[config.mk]
export PLATFORM = sky130hd
export DESIGN_NAME = bp_update_queue_flat
export DESIGN_NICKNAME = d
export VERILOG_FILES = /design/src/rtl/bp_update_queue_if.sv /design/src/rtl/bp_update_queue.sv /design/src/flat_wrapper.sv
export SDC_FILE = /design/constraint.sdc
export NUM_CORES = 1
export LEC_CHECK = 0
export CAP_MARGIN = 20
export CORE_MARGIN = 2
export CORE_UTILIZATION = 55
export CTS_BUF_LIST = sky130_fd_sc_hd__clkbuf_16
export DETAILED_ROUTE_END_ITERATION = 16
export PLACE_DENSITY = 0.78
export SYNTH_ARGS = -nofsm -noshare
export SYNTH_HDL_FRONTEND = slang
export SYNTH_SLANG_ARGS = --single-unit
[constraint.sdc]
create_clock -name clk -period 6 [get_ports clk]
set_clock_uncertainty 0.15 [all_clocks]
set_input_delay 0.6 -clock clk [delete_from_list [all_inputs] [get_ports clk]]
set_output_delay 0.6 -clock clk [all_outputs]
set_load 0.01 [all_outputs]
[src/rtl/bp_update_queue_if.sv]
// Handshake bundle between fetch/resolve logic and the branch-predictor update queue.
// The queue sits on the slave side; fetch, execute and the predictor sit on the master side.
interface bp_update_queue_if #(
  parameter int PC_BITS = 32,
  parameter int DEPTH   = 8
);
  localparam int CNT_W = $clog2(DEPTH) + 1;

  logic               push_valid;
  logic               push_ready;
  logic [PC_BITS-1:0] push_pc;
  logic               push_pred_taken;
  logic               res_valid;
  logic               res_taken;
  logic [PC_BITS-1:0] res_target;
  logic               flush;
  logic               upd_wr_en;
  logic [PC_BITS-1:0] upd_orig_pc;
  logic               upd_is_taken;
  logic               mispredict;
  logic [PC_BITS-1:0] redirect_pc;
  logic [CNT_W-1:0]   count;

  modport master (
    output push_valid, push_pc, push_pred_taken,
    output res_valid, res_taken, res_target, flush,
    input  push_ready, upd_wr_en, upd_orig_pc, upd_is_taken,
    input  mispredict, redirect_pc, count
  );

  modport slave (
    input  push_valid, push_pc, push_pred_taken,
    input  res_valid, res_taken, res_target, flush,
    output push_ready, upd_wr_en, upd_orig_pc, upd_is_taken,
    output mispredict, redirect_pc, count
  );
endinterface

[src/rtl/bp_update_queue.sv]
// In-order queue of predicted branches; pairs each in-order resolution with the head entry,
// emits a registered gshare update, and squashes younger entries on a direction mismatch.
module bp_update_queue #(
  parameter int PC_BITS = 32,
  parameter int DEPTH   = 8
) (
  input  logic              clk,
  input  logic              rst_n,
  bp_update_queue_if.slave  q
);
  localparam int PTR_W = $clog2(DEPTH);
  localparam int CNT_W = PTR_W + 1;

  logic [PC_BITS-1:0] pc_mem   [DEPTH];
  logic               pred_mem [DEPTH];

  logic [PTR_W-1:0]   head, tail;
  logic [CNT_W-1:0]   cnt;

  logic               full, res_eff, mis_p0, push_eff;
  logic [PC_BITS-1:0] head_pc;
  logic               head_pred;

  logic               upd_wr_en_p1, upd_is_taken_p1, mispredict_p1;
  logic [PC_BITS-1:0] upd_orig_pc_p1, redirect_pc_p1;

  function automatic logic [PC_BITS-1:0] redirect_target(
    input logic               taken,
    input logic [PC_BITS-1:0] target,
    input logic [PC_BITS-1:0] pc
  );
    return taken ? target : pc + PC_BITS'(4);
  endfunction

  // Stage p0: head lookup and resolve/push qualification
  assign full      = (cnt == CNT_W'(DEPTH));
  assign head_pc   = pc_mem[head];
  assign head_pred = pred_mem[head];
  assign res_eff   = q.res_valid && (cnt != '0) && !q.flush;
  assign mis_p0    = res_eff && (q.res_taken != head_pred);
  assign push_eff  = q.push_valid && !full && !q.flush && !mis_p0;

  always_ff @(posedge clk) begin
    if (push_eff) begin
      pc_mem[tail]   <= q.push_pc;
      pred_mem[tail] <= q.push_pred_taken;
    end
  end

  always_ff @(posedge clk or negedge rst_n) begin
    if (!rst_n) begin
      head <= '0;
      tail <= '0;
      cnt  <= '0;
    end else if (q.flush || mis_p0) begin
      head <= '0;
      tail <= '0;
      cnt  <= '0;
    end else begin
      if (res_eff)  head <= head + PTR_W'(1);
      if (push_eff) tail <= tail + PTR_W'(1);
      cnt <= cnt + CNT_W'(push_eff) - CNT_W'(res_eff);
    end
  end

  // Stage p1: registered predictor update and redirect
  always_ff @(posedge clk or negedge rst_n) begin
    if (!rst_n) begin
      upd_wr_en_p1    <= 1'b0;
      upd_orig_pc_p1  <= '0;
      upd_is_taken_p1 <= 1'b0;
      mispredict_p1   <= 1'b0;
      redirect_pc_p1  <= '0;
    end else begin
      upd_wr_en_p1  <= res_eff;
      mispredict_p1 <= mis_p0;
      if (res_eff) begin
        upd_orig_pc_p1  <= head_pc;
        upd_is_taken_p1 <= q.res_taken;
      end
      if (mis_p0) redirect_pc_p1 <= redirect_target(q.res_taken, q.res_target, head_pc);
    end
  end

  assign q.push_ready   = !full;
  assign q.count        = cnt;
  assign q.upd_wr_en    = upd_wr_en_p1;
  assign q.upd_orig_pc  = upd_orig_pc_p1;
  assign q.upd_is_taken = upd_is_taken_p1;
  assign q.mispredict   = mispredict_p1;
  assign q.redirect_pc  = redirect_pc_p1;
endmodule

[src/flat_wrapper.sv]
// flat-port wrapper written by rule: the top's interface ports become plain ports
module bp_update_queue_flat 
#(
  parameter int PC_BITS = 32,
  parameter int DEPTH   = 8
)
  (clk, rst_n, q_push_valid, q_push_pc, q_push_pred_taken, q_res_valid, q_res_taken, q_res_target, q_flush, q_push_ready, q_upd_wr_en, q_upd_orig_pc, q_upd_is_taken, q_mispredict, q_redirect_pc, q_count);
  bp_update_queue_if #(.PC_BITS(PC_BITS), .DEPTH(DEPTH)) q_i ();
  input  logic clk;
  input  logic rst_n;
  input wire logic [$bits(q_i.push_valid)-1:0] q_push_valid;
  input wire logic [$bits(q_i.push_pc)-1:0] q_push_pc;
  input wire logic [$bits(q_i.push_pred_taken)-1:0] q_push_pred_taken;
  input wire logic [$bits(q_i.res_valid)-1:0] q_res_valid;
  input wire logic [$bits(q_i.res_taken)-1:0] q_res_taken;
  input wire logic [$bits(q_i.res_target)-1:0] q_res_target;
  input wire logic [$bits(q_i.flush)-1:0] q_flush;
  output wire logic [$bits(q_i.push_ready)-1:0] q_push_ready;
  output wire logic [$bits(q_i.upd_wr_en)-1:0] q_upd_wr_en;
  output wire logic [$bits(q_i.upd_orig_pc)-1:0] q_upd_orig_pc;
  output wire logic [$bits(q_i.upd_is_taken)-1:0] q_upd_is_taken;
  output wire logic [$bits(q_i.mispredict)-1:0] q_mispredict;
  output wire logic [$bits(q_i.redirect_pc)-1:0] q_redirect_pc;
  output wire logic [$bits(q_i.count)-1:0] q_count;
  assign q_i.push_valid = q_push_valid;
  assign q_i.push_pc = q_push_pc;
  assign q_i.push_pred_taken = q_push_pred_taken;
  assign q_i.res_valid = q_res_valid;
  assign q_i.res_taken = q_res_taken;
  assign q_i.res_target = q_res_target;
  assign q_i.flush = q_flush;
  assign q_push_ready = q_i.push_ready;
  assign q_upd_wr_en = q_i.upd_wr_en;
  assign q_upd_orig_pc = q_i.upd_orig_pc;
  assign q_upd_is_taken = q_i.upd_is_taken;
  assign q_mispredict = q_i.mispredict;
  assign q_redirect_pc = q_i.redirect_pc;
  assign q_count = q_i.count;
  bp_update_queue #(.PC_BITS(PC_BITS), .DEPTH(DEPTH)) u_core (.clk(clk), .rst_n(rst_n), .q(q_i));
endmodule
==> impl_metrics.json <==
{
  "status": "completed",
  "synth_edf_count": 264,
  "rr_worst_depth": 9,
  "fin_nets": 1079,
  "route.vias.total": 8198,
  "fp.dieW_um": 164,
  "worst_pin_slew_ps": 1030,
  "drc": 0,
  "cp.arrival_ps": 4560,
  "rsz0062_at_grt": "false",
  "ys_warn_count": 0,
  "dp_hpwl_um": 20500,
  "setup_viol": 0,
  "place_area_um2": 15700,
  "detail-route-antenna-nets": 0,
  "crit_type": "reg2reg",
  "maxSlewHeadroom": 0.304,
  "route.met2.wl_um": 16500,
  "ctsRootBufferMaster": "clkbuf_16",
  "vias_per_cell": 6.06,
  "design_area_um2": 16900,
  "synthCells": 844,
  "die_height_um": 164,
  "clk_path_buf_depth": 3,
  "syn2layout_area_growth_pct": 20.8,
  "grt.total_usage": 0.254,
  "numPortBuffers": 142,
  "core_um2": 25100,
  "start_util": 0.558,
  "grt_max_degree": 78,
  "endpoint": "u_core.pc_mem[7][20]$_DFFE_PP_",
  "met3_length_um": 2580,
  "cts.sinks": 341,
  "synthesis.nets": 925,
  "final_util": 0.674,
  "grt_remaining_overflow": 0,
  "max-cap-violations": 0,
  "r2r-end": "u_core.pc_mem[7][20]$_DFFE_PP_",
  "rows": 58,
  "critical_path.startpoint_type": "flip-flop",
  "startpoint": "u_core.head[1]$_DFFE_PN0P_",
  "drv_slew": 0,
  "firstDrtPassIters": 5,
  "antenna_found_initial": 0,
  "antennaDiodeCount": 0,
  "slowest_delay_ps": 860,
  "timing.critical_path.max_delay_family": "simple AND/OR/NAND/NOR gates",
  "min_path_type": "reg2reg",
  "fillers": 1728,
  "layout_min_cycle_time_ps": 4520,
  "finalHoldViolCount": 0,
  "synth_top_flop_cell": "edfxtp_1",
  "path_cells": "mux4_2 > mux2i_1 > xnor2_1 > nand2_1 > inv_2 > nor3_2 > nand2_1 > nor2_4 > buf_4",
  "clkSlewWorstSetupHoldPaths_ps": 60,
  "clock_latency_ps": 520,
  "synth-async-reset-ratio": 0.226,
  "wire_per_inst_um": 24.7,
  "fin_tns_setup_ps": 0,
  "grt_pass1_wl_um": 49500,
  "regToRegStartpoint": "u_core.head[1]$_DFFE_PN0P_",
  "yosysSeqAreaShare": 0.704,
  "syn_area_um2": 14000,
  "cts_max_level": 2,
  "required_ps": 6040,
  "critPathMaxFanout": 25,
  "die-area_um2": 26800,
  "drive_above_1_share": 0.157,
  "r2r_setup_slack_ps": 1480,
  "slowest_stage": "dfrtp_2",
  "cts_tree": "yes",
  "power_leakage_uw": 0.00594,
  "top_layer_used": "met4",
  "ioPinCount": 143,
  "ys_ff_latch": 341,
  "grt_pass1_vias": 8182,
  "crit_cells": 9,
  "syn_avg_cell_area_um2": 16.6,
  "critPathCaptureType": "flip-flop",
  "place_congestion": 0.800,
  "timing.fmax_mhz": 221,
  "numCtsBuffers": 35,
  "ys_types": 53,
  "p_per_area_nw_per_um2": 394,
  "crit_buf_inv": 2,
  "power_uw": 6660,
  "drt_iter0_drc": 795,
  "drt-met1-wl_um": 13200,
  "wirelength_um": 33400,
  "crit_top_cell": "nand2_1",
  "post-route-period-util": 0.754,
  "peakVddDrop_mv": 0.276
}
## flip-flops by register name, indices dropped and copies added (netlist names)
register / count
u_core.head: 3
u_core.pc_mem: 256
u_core.pred_mem: 8
u_core.q.count: 4
u_core.q.mispredict: 1
u_core.q.redirect_pc: 32
u_core.q.upd_is_taken: 1
u_core.q.upd_orig_pc: 32
u_core.q.upd_wr_en: 1
u_core.tail: 3
## per-stage QoR
stage | hold slack (ps) | instances | setup WS, ps
floorplan | 154 | 844 | 656
global placement | 310 | 1289 | 1750
detailed placement | 313 | 1289 | 1550
CTS | 160 | 1351 | 1480
global route | 345 | 1353 | 1250
finish | 328 | 1353 | 1480
## worst min path at each step
stage          slack [ps]                                 start  cells after the start                              endpoint
3_5_place_dp          310  u_core.q.upd_orig_pc[18]$_DFFE_PN0P_                      2  u_core.q.upd_orig_pc[18]$_DFFE_PN0P_
6_report              330  u_core.q.upd_orig_pc[18]$_DFFE_PN0P_                      2  u_core.q.upd_orig_pc[18]$_DFFE_PN0P_
4_1_cts               160                                 rst_n                      1  u_core.q.upd_orig_pc[10]$_DFFE_PN0P_
2_1_floorplan         150                                 rst_n                      0            u_core.head[0]$_DFFE_PN0P_
5_1_grt               350  u_core.q.upd_orig_pc[10]$_DFFE_PN0P_                      2  u_core.q.upd_orig_pc[10]$_DFFE_PN0P_
3_3_place_gp          310   u_core.q.upd_orig_pc[7]$_DFFE_PN0P_                      2   u_core.q.upd_orig_pc[7]$_DFFE_PN0P_
## timing repair
| action | in CTS | in global routing |
|---|---|---|
| hold buffers | 0 | 1 |
| endpoints found under the hold margin | 0 | 30 |
| setup buffers | 0 | 0 |
| gates resized for setup | 0 | 0 |
## cells by family after synthesis
group                    share of synthesized area
XOR/XNOR                                    0.0187
AND/OR/NAND/NOR                             0.0701
flip-flops                                   0.704
adder cells (fa/ha/maj)                    0.00947
multiplexers                                 0.137
AO/OA/AOI/OAI                               0.0379
buffers and inverters                       0.0230
## where the power goes
group | internal [µW] | leakage (µW) | switching (µW)
logic | 739 | 0.00201 | 771
clock network | 1290 | 0.000576 | 883
registers | 2810 | 0.00335 | 168
total | 4840 | 0.00594 | 1820
## area by class of cell
cell class                      instances  area, µm²  share of cell area
Multi-Input combinational cell        447       3880               0.229
Sequential cell                       341       9860               0.583
Inverter                               14       52.6             0.00311
Clock buffer                           37        926              0.0547
Timing Repair Buffer                  159       1570              0.0927
Tap cell                              330        413              0.0244
Clock inverter                         25        224              0.0132
## Yosys cell counts (12+ instances only)
cell type  count  share of area
a21oi_1       16         0.0057
clkbuf_1      19         0.0051
dfrtp_1       77           0.14
edfxtp_1     264           0.57
mux2_2        13          0.010
mux2i_1       43          0.031
mux4_2        52          0.084
nand2_1       92          0.025
nand3_1       26         0.0093
nor2_1        23         0.0062
nor3_1        12         0.0043
o211ai_1      17         0.0091
o21ai_0       43          0.015
xnor2_1       16          0.010
xor2_1        12         0.0075
## worst register-to-register path: stages, from the launching register on
cell,delay (ps)
dfrtp_2,860
mux4_2,630
mux2i_1,260
xnor2_1,120
nand2_1,120
inv_2,220
nor3_2,420
nand2_1,290
nor2_4,760
buf_4,370
## layer usage
| metal | up-vias | GRT usage |
|---|---|---|
| met4 | 0 | 0.0917 |
| met2 | 407 | 0.414 |
| met5 | - | 0 |
| li1 | 3566 | - |
| met1 | 4161 | 0.349 |
| met3 | 64 | 0.0457 |
## layout by cell type, fill, tap and decap left out, drive strengths merged, types with 3 or more instances in the layout
| cell | Yosys | final |
|---|---|---|
| a21oi | 16 | 16 |
| a22oi | 5 | 5 |
| and2 | 3 | 3 |
| and3 | 4 | 4 |
| buf | 23 | 17 |
| bufinv | 0 | 4 |
| clkbuf | 19 | 37 |
| clkdlybuf4s50 | 0 | 141 |
| clkinv | 1 | 12 |
| clkinvlp | 0 | 3 |
| dfrtp | 77 | 77 |
| edfxtp | 264 | 264 |
| ha | 9 | 9 |
| inv | 13 | 20 |
| mux2 | 13 | 13 |
| mux2i | 44 | 44 |
| mux4 | 58 | 58 |
| nand2 | 92 | 92 |
| nand2b | 6 | 6 |
| nand3 | 26 | 26 |
| nand4 | 9 | 9 |
| nor2 | 23 | 23 |
| nor3 | 13 | 13 |
| nor3b | 5 | 5 |
| nor4 | 5 | 5 |
| o211ai | 17 | 17 |
| o21ai | 43 | 43 |
| o22ai | 3 | 3 |
| or2 | 4 | 4 |
| or4 | 4 | 4 |
| xnor2 | 17 | 17 |
| xor2 | 12 | 12 |
No activity file was read; power rests on OpenSTA's default activity.
